**src/rtl/serial_add_pkg.sv**
```systemverilog
// Shared types and defaults for the serial adder and its transaction front end.
package serial_add_pkg;

    localparam int unsigned DEF_WIDTH      = 8;
    localparam int unsigned DEF_ADD_CYCLES = 9;
    localparam int unsigned DEF_SETTLE     = 1;

    typedef enum logic [2:0] {
        ST_IDLE   = 3'd0,
        ST_CLEAR  = 3'd1,
        ST_RUN    = 3'd2,
        ST_SETTLE = 3'd3,
        ST_DONE   = 3'd4
    } seq_state_t;

    // Bits needed to hold a down-counter load value of max_val (never less than 1).
    function automatic int unsigned cnt_width(int unsigned max_val);
        return (max_val < 2) ? 1 : $clog2(max_val + 1);
    endfunction

endpackage

```
**src/rtl/serial_add_sequencer_if.sv**
```systemverilog
// Operand-in / result-out streams of the serial add sequencer.
interface serial_add_sequencer_if #(
    parameter int unsigned WIDTH = serial_add_pkg::DEF_WIDTH
);
    logic             in_valid;
    logic             in_ready;
    logic [WIDTH-1:0] in_a;
    logic [WIDTH-1:0] in_b;
    logic             out_valid;
    logic             out_ready;
    logic [WIDTH:0]   out_sum;
    logic             out_err;

    modport master (
        output in_valid, in_a, in_b, out_ready,
        input  in_ready, out_valid, out_sum, out_err
    );

    modport slave (
        input  in_valid, in_a, in_b, out_ready,
        output in_ready, out_valid, out_sum, out_err
    );
endinterface

```
**src/rtl/serial_add_sequencer_cycle_counter.sv**
```systemverilog
// Loadable down-counter with a zero flag; shared by the RUN and SETTLE phases.
module cycle_counter #(
    parameter int unsigned CNT_W = 4
) (
    input  logic             clk,
    input  logic             reset,
    input  logic             load,
    input  logic [CNT_W-1:0] load_val,
    input  logic             en,
    output logic             zero_c
);

    logic [CNT_W-1:0] count;

    // Load wins over decrement; decrement saturates at zero.
    always_ff @(posedge clk) begin
        if (reset) begin
            count <= '0;
        end else if (load) begin
            count <= load_val;
        end else if (en && (count != '0)) begin
            count <= count - CNT_W'(1);
        end
    end

    assign zero_c = (count == '0);

endmodule

```
**src/rtl/serial_add_sequencer.sv**
```systemverilog
// Transaction front end: accepts operand pairs, sequences the serial adder, returns the result.
module serial_add_sequencer
    import serial_add_pkg::*;
#(
    parameter int unsigned WIDTH      = DEF_WIDTH,
    parameter int unsigned ADD_CYCLES = DEF_ADD_CYCLES,
    parameter int unsigned SETTLE     = DEF_SETTLE,
    parameter int unsigned COUNT_W    = 16
) (
    input  logic                   clk,
    input  logic                   reset,
    serial_add_sequencer_if.slave  bus,
    output logic [WIDTH-1:0]       add_a,
    output logic [WIDTH-1:0]       add_b,
    output logic                   add_clear,
    output logic                   add_start,
    input  logic [WIDTH:0]         add_sum,
    output logic [COUNT_W-1:0]     done_count
);

    localparam int unsigned SUM_W       = WIDTH + 1;
    localparam int unsigned RUN_LOAD    = (ADD_CYCLES > 0) ? ADD_CYCLES - 1 : 0;
    localparam int unsigned SETTLE_LOAD = (SETTLE > 0) ? SETTLE - 1 : 0;
    localparam int unsigned CNT_MAX     = (RUN_LOAD > SETTLE_LOAD) ? RUN_LOAD : SETTLE_LOAD;
    localparam int unsigned CNT_W       = cnt_width(CNT_MAX);

    seq_state_t       state, state_d;
    logic             accept_c, capture_c, handshake_c;
    logic             cnt_load_c, cnt_en_c, cnt_zero_c;
    logic [CNT_W-1:0] cnt_val_c;
    logic [SUM_W-1:0] sum_ref_c;
    logic             out_valid, out_err;
    logic [SUM_W-1:0] out_sum;

    cycle_counter #(.CNT_W(CNT_W)) u_cycle_counter (
        .clk      (clk),
        .reset    (reset),
        .load     (cnt_load_c),
        .load_val (cnt_val_c),
        .en       (cnt_en_c),
        .zero_c   (cnt_zero_c)
    );

    // State register.
    always_ff @(posedge clk) begin
        if (reset) begin
            state <= ST_IDLE;
        end else begin
            state <= state_d;
        end
    end

    // Next-state decode plus the one-cycle control strobes for the datapath.
    always_comb begin
        state_d     = state;
        accept_c    = 1'b0;
        capture_c   = 1'b0;
        handshake_c = 1'b0;
        cnt_load_c  = 1'b0;
        cnt_en_c    = 1'b0;
        cnt_val_c   = '0;
        case (state)
            ST_IDLE: begin
                if (bus.in_valid) begin
                    accept_c = 1'b1;
                    state_d  = ST_CLEAR;
                end
            end
            ST_CLEAR: begin
                cnt_load_c = 1'b1;
                cnt_val_c  = CNT_W'(RUN_LOAD);
                state_d    = ST_RUN;
            end
            ST_RUN: begin
                if (!cnt_zero_c) begin
                    cnt_en_c = 1'b1;
                end else if (SETTLE == 0) begin
                    capture_c = 1'b1;
                    state_d   = ST_DONE;
                end else begin
                    cnt_load_c = 1'b1;
                    cnt_val_c  = CNT_W'(SETTLE_LOAD);
                    state_d    = ST_SETTLE;
                end
            end
            ST_SETTLE: begin
                if (!cnt_zero_c) begin
                    cnt_en_c = 1'b1;
                end else begin
                    capture_c = 1'b1;
                    state_d   = ST_DONE;
                end
            end
            ST_DONE: begin
                if (bus.out_ready) begin
                    handshake_c = 1'b1;
                    state_d     = ST_IDLE;
                end
            end
            default: state_d = ST_IDLE;
        endcase
    end

    // Reference sum for the adder cross-check, from the held operands.
    assign sum_ref_c = SUM_W'(add_a) + SUM_W'(add_b);

    // Operand hold, adder controls, result capture and completion count.
    always_ff @(posedge clk) begin
        if (reset) begin
            add_a      <= '0;
            add_b      <= '0;
            add_clear  <= 1'b0;
            add_start  <= 1'b0;
            out_valid  <= 1'b0;
            out_sum    <= '0;
            out_err    <= 1'b0;
            done_count <= '0;
        end else begin
            add_clear <= (state_d == ST_CLEAR);
            add_start <= (state_d == ST_RUN);
            if (accept_c) begin
                add_a <= bus.in_a;
                add_b <= bus.in_b;
            end
            if (capture_c) begin
                out_sum   <= add_sum;
                out_err   <= (add_sum != sum_ref_c);
                out_valid <= 1'b1;
            end
            if (handshake_c) begin
                out_valid  <= 1'b0;
                done_count <= done_count + COUNT_W'(1);
            end
        end
    end

    assign bus.in_ready  = (state == ST_IDLE);
    assign bus.out_valid = out_valid;
    assign bus.out_sum   = out_sum;
    assign bus.out_err   = out_err;

endmodule

```
**src/flat_wrapper.sv**
```systemverilog
// flat-port wrapper written by rule: the top's interface ports become plain ports
module serial_add_sequencer_flat import serial_add_pkg::*;
#(
    parameter int unsigned WIDTH      = DEF_WIDTH,
    parameter int unsigned ADD_CYCLES = DEF_ADD_CYCLES,
    parameter int unsigned SETTLE     = DEF_SETTLE,
    parameter int unsigned COUNT_W    = 16
)
  (clk, reset, add_a, add_b, add_clear, add_start, add_sum, done_count, bus_in_valid, bus_in_a, bus_in_b, bus_out_ready, bus_in_ready, bus_out_valid, bus_out_sum, bus_out_err);
  serial_add_sequencer_if #(.WIDTH(WIDTH)) bus_i ();
  input  logic clk;
  input  logic reset;
  output logic [WIDTH-1:0] add_a;
  output logic [WIDTH-1:0] add_b;
  output logic add_clear;
  output logic add_start;
  input  logic [WIDTH:0] add_sum;
  output logic [COUNT_W-1:0] done_count;
  input wire logic [$bits(bus_i.in_valid)-1:0] bus_in_valid;
  input wire logic [$bits(bus_i.in_a)-1:0] bus_in_a;
  input wire logic [$bits(bus_i.in_b)-1:0] bus_in_b;
  input wire logic [$bits(bus_i.out_ready)-1:0] bus_out_ready;
  output wire logic [$bits(bus_i.in_ready)-1:0] bus_in_ready;
  output wire logic [$bits(bus_i.out_valid)-1:0] bus_out_valid;
  output wire logic [$bits(bus_i.out_sum)-1:0] bus_out_sum;
  output wire logic [$bits(bus_i.out_err)-1:0] bus_out_err;
  assign bus_i.in_valid = bus_in_valid;
  assign bus_i.in_a = bus_in_a;
  assign bus_i.in_b = bus_in_b;
  assign bus_i.out_ready = bus_out_ready;
  assign bus_in_ready = bus_i.in_ready;
  assign bus_out_valid = bus_i.out_valid;
  assign bus_out_sum = bus_i.out_sum;
  assign bus_out_err = bus_i.out_err;
  serial_add_sequencer #(.WIDTH(WIDTH), .ADD_CYCLES(ADD_CYCLES), .SETTLE(SETTLE), .COUNT_W(COUNT_W)) u_core (.clk(clk), .reset(reset), .bus(bus_i), .add_a(add_a), .add_b(add_b), .add_clear(add_clear), .add_start(add_start), .add_sum(add_sum), .done_count(done_count));
endmodule
```
**config.mk**
```make
export PLATFORM = sky130hd
export DESIGN_NAME = serial_add_sequencer_flat
export DESIGN_NICKNAME = d
export VERILOG_FILES = /design/src/rtl/serial_add_pkg.sv /design/src/rtl/serial_add_sequencer_if.sv /design/src/rtl/serial_add_sequencer_cycle_counter.sv /design/src/rtl/serial_add_sequencer.sv /design/src/flat_wrapper.sv
export SDC_FILE = /design/constraint.sdc
export NUM_CORES = 1
export LEC_CHECK = 0
export CAP_MARGIN = 30
export CORE_MARGIN = 10
export CORE_UTILIZATION = 42
export DETAILED_ROUTE_END_ITERATION = 12
export PLACE_DENSITY = 0.75
export SLEW_MARGIN = 25
export SYNTH_ARGS = -nofsm -noshare
export SYNTH_HDL_FRONTEND = slang
export SYNTH_HIERARCHICAL = 1
export SYNTH_SLANG_ARGS = --single-unit
export TNS_END_PERCENT = 20
```
**constraint.sdc**
```tcl
create_clock -name clk -period 2.1 [get_ports clk]
set_input_delay 0.42 -clock clk [delete_from_list [all_inputs] [get_ports clk]]
set_output_delay 0.42 -clock clk [all_outputs]
set_load 0.01 [all_outputs]
```
==> results.yml <==
worst_hold_path:
  worstHoldPathType: "reg -> reg"
  hold_depth: 2
  holdPathEnd: "u_core/bus.out_sum[5]$_SDFFE_PP0P_"
  worst_hold_startpoint: "u_core/bus.out_sum[5]$_SDFFE_PP0P_"
floorplanning:
  fp.dieH_um: 97.2
  ios: 75
  start_util: 0.428
  die_x_um: 97.2
  rows: 28
  coreArea_sq_um: 5850
  die_area_sq_um: 9450
clock_tree:
  path_clk_slew_ns: 0.09
  clock-root-buffer: "clkbuf_8"
  cts_tree: "done"
  htree_levels: 2
  cts.sinks: 52
  postCtsSetupBuffers: 0
  cts_hold_buf: 0
  clkLatencyLatePin_ns: 0.30
  cts_buffer_depth: 2
  cts_buffers: 5
detailed_routing:
  drt_first_iter_violations: 59
  via_per_inst: 4.86
  dr.pass1.iters: 4
  via_count: 2235
  drcViolationCount: 0
  drtAntennaViolNets: 0
  routed_wirelength_um: 6280
  routedWlPerCell_um: 13.7
critical_path:
  reg2reg_slack_ns: 0.09
  r2r-end: "u_core/u_cycle_counter/count[1]$_SDFFE_PP0P_"
  cp.arrival_ns: 1.63
  cp-start-kind: "register"
  cp.required_ns: 1.68
  crit_fanout: 9
  reg2reg_depth: 10
  end_kind: "output port"
  r2r-start: "u_core/u_cycle_counter/count[0]$_SDFFE_PP0P_"
  critPathKind: "reg -> out"
finish:
  mostFrequentLayoutCells: "73 x clkdlybuf4s50_1, 59 x nand2_1, 52 x dfxtp_1"
  register_area_sq_um: 1040
  fillers: 531
  multi_input_area_sq_um: 1450
  n_antenna_cell: 0
  final-instance-count-excl-fill: 460
  drive_gt1_frac: 0.127
  layout_commonest_cell: "clkdlybuf4s50_1"
  nets: 424
  area_growth_pct: 43.1
pwr:
  vdd_drop_max_uv: 463
  power_uw: 3020
  powerDensity_nw_per_um2: 842
  leakagePower_uw: 0.00135
synthesis:
  synth_enable_flop_cells: 0
  syn_area_per_cell_sq_um: 8.46
  ys.flop_type: "dfxtp_1"
  synth_largest_area_cell: "dfxtp_1"
  ys_top_cells_by_area: "dfxtp_1 42%, nand2_1 8.8%, a21oi_1 6.2%"
  synthCells: 296
  synth_sequential_area_ratio: 0.416
  netlist_area_sq_um: 2500
  synth-warning-count: 6
  synth.distinct_cells: 47
  synth_top_area_share: 0.416
  synth-seq-cells: 52
  ys_async_sr_fraction: 0
place:
  io_buffers: 74
  dp.cells: 452
  routabilityCongestion: 0.808
  place_hpwl_um: 4930
global_route:
  antenna_found_initial: 0
  grt_max_degree: 31
  grt_pass1_vias: 2246
  grt_pass1_wl_um: 10300
  grt_overflow: 0
  groute.usage.overall: 0.127
timing:
  skew_ns: 0.0112
  rsz0062_at_grt: "true"
  slew-limit-headroom: 0.605
  tightest_slew_ns: 0.592
  final_hold_viol_count: 0
  slew_violations: 0
  report.final.setup_viol: 0
  period_minus_slack_ns: 2.05
  clock.fmax_mhz: 488
  fin_setup_tns_ns: 0
  period_share: 0.976
flow_run:
  cap_violations: 0
status:
  status: "finished clean"
synth_stat cells (3+ instances only):
cell,instances
nand2_1,59
dfxtp_1,52
a21oi_1,31
nor2_1,29
xor2_1,16
xnor2_1,12
nand3_1,11
clkbuf_1,10
ha_1,10
inv_1,7
nor3_1,6
a211oi_1,4
buf_2,3
nor2b_1,3
o21ai_0,3
or3_1,3
flip-flops by register name, indices dropped and copies added (netlist names):
name	count
u_core/add_a	8
u_core/add_b	8
u_core/add_clear	1
u_core/add_start	1
u_core/bus.out_err	1
u_core/bus.out_sum	9
u_core/bus.out_valid	1
u_core/done_count	16
u_core/state	3
u_core/u_cycle_counter/count	4
final cells by class:
class / count / area share
multi-input combinational: 225 / 0.405
sequential: 52 / 0.291
clock buffer: 6 / 0.0230
tap: 75 / 0.0262
inverter: 7 / 0.00733
timing repair buffer: 93 / 0.245
clock inverter: 2 / 0.00279
stage by stage:
step / hold slack (ns) / setup WS, ns / area [sq um] / utilization
global route: 0.492 / -0.0198 / 3580 / 0.612
global placement: 0.443 / 0.0348 / 3430 / 0.586
CTS: 0.459 / 0.00377 / 3530 / 0.603
finish: 0.457 / 0.0502 / 3580 / 0.612
floorplan: 0.481 / 0.0305 / 2510 / -
detailed placement: 0.446 / -0.0342 / 3430 / 0.586
power by group:
group          total [uW]  internal (uW)  switching, uW
Combinational        1230            636            590
Clock                 576            264            313
Sequential           1220           1110            110
worst max-delay path by stage:
stage	slack, ns	to	startpoint	cells after the start
floorplan	0.03	u_core/bus.out_err$_SDFFE_PP0P_	u_core/u_cycle_counter/count[0]$_SDFFE_PP0P_	10
global placement	0.03	u_core/bus.out_err$_SDFFE_PP0P_	u_core/u_cycle_counter/count[0]$_SDFFE_PP0P_	10
detailed placement	-0.03	u_core/bus.out_err$_SDFFE_PP0P_	u_core/u_cycle_counter/count[0]$_SDFFE_PP0P_	10
CTS	0.004	u_core/u_cycle_counter/count[1]$_SDFFE_PP0P_	u_core/u_cycle_counter/count[0]$_SDFFE_PP0P_	10
global route	-0.02	u_core/bus.out_err$_SDFFE_PP0P_	u_core/u_cycle_counter/count[0]$_SDFFE_PP0P_	10
finish	0.05	bus_in_ready	u_core/state[0]$_SDFF_PP0_	2
worst max-delay path, cell delays in order (launching register included):
cell and delay (ns):
dfxtp_1 0.40, nor3_1 0.33, clkdlybuf4s50_1 0.61
cells by family after synthesis:
kind of cell,count (synthesis),synth area share
AOI/OAI and AO/OA,50,0.127
xor gates and xnor gates,28,0.0979
adders and majority gates,11,0.0579
buffers and inverters,21,0.0345
DFF,52,0.416
muxes,2,0.00799
other,1,0.00150
and+or+nand+nor,131,0.257
repair_timing:
action	in CTS	in global routing
setup endpoints to repair	1	6
gates resized for setup	2	11
pin swaps	0	3
routing by layer:
metal  routed length, um  share of wire  global-route usage  vias up
met2                2860           0.46               0.211       62
met4                  70          0.011              0.0358        0
li1                    -              -                   -     1175
met3                 701           0.11              0.0740        6
met1                2650           0.42               0.133      992
met5                   0              0                   0        -
(Power assumes the default switching activity.)
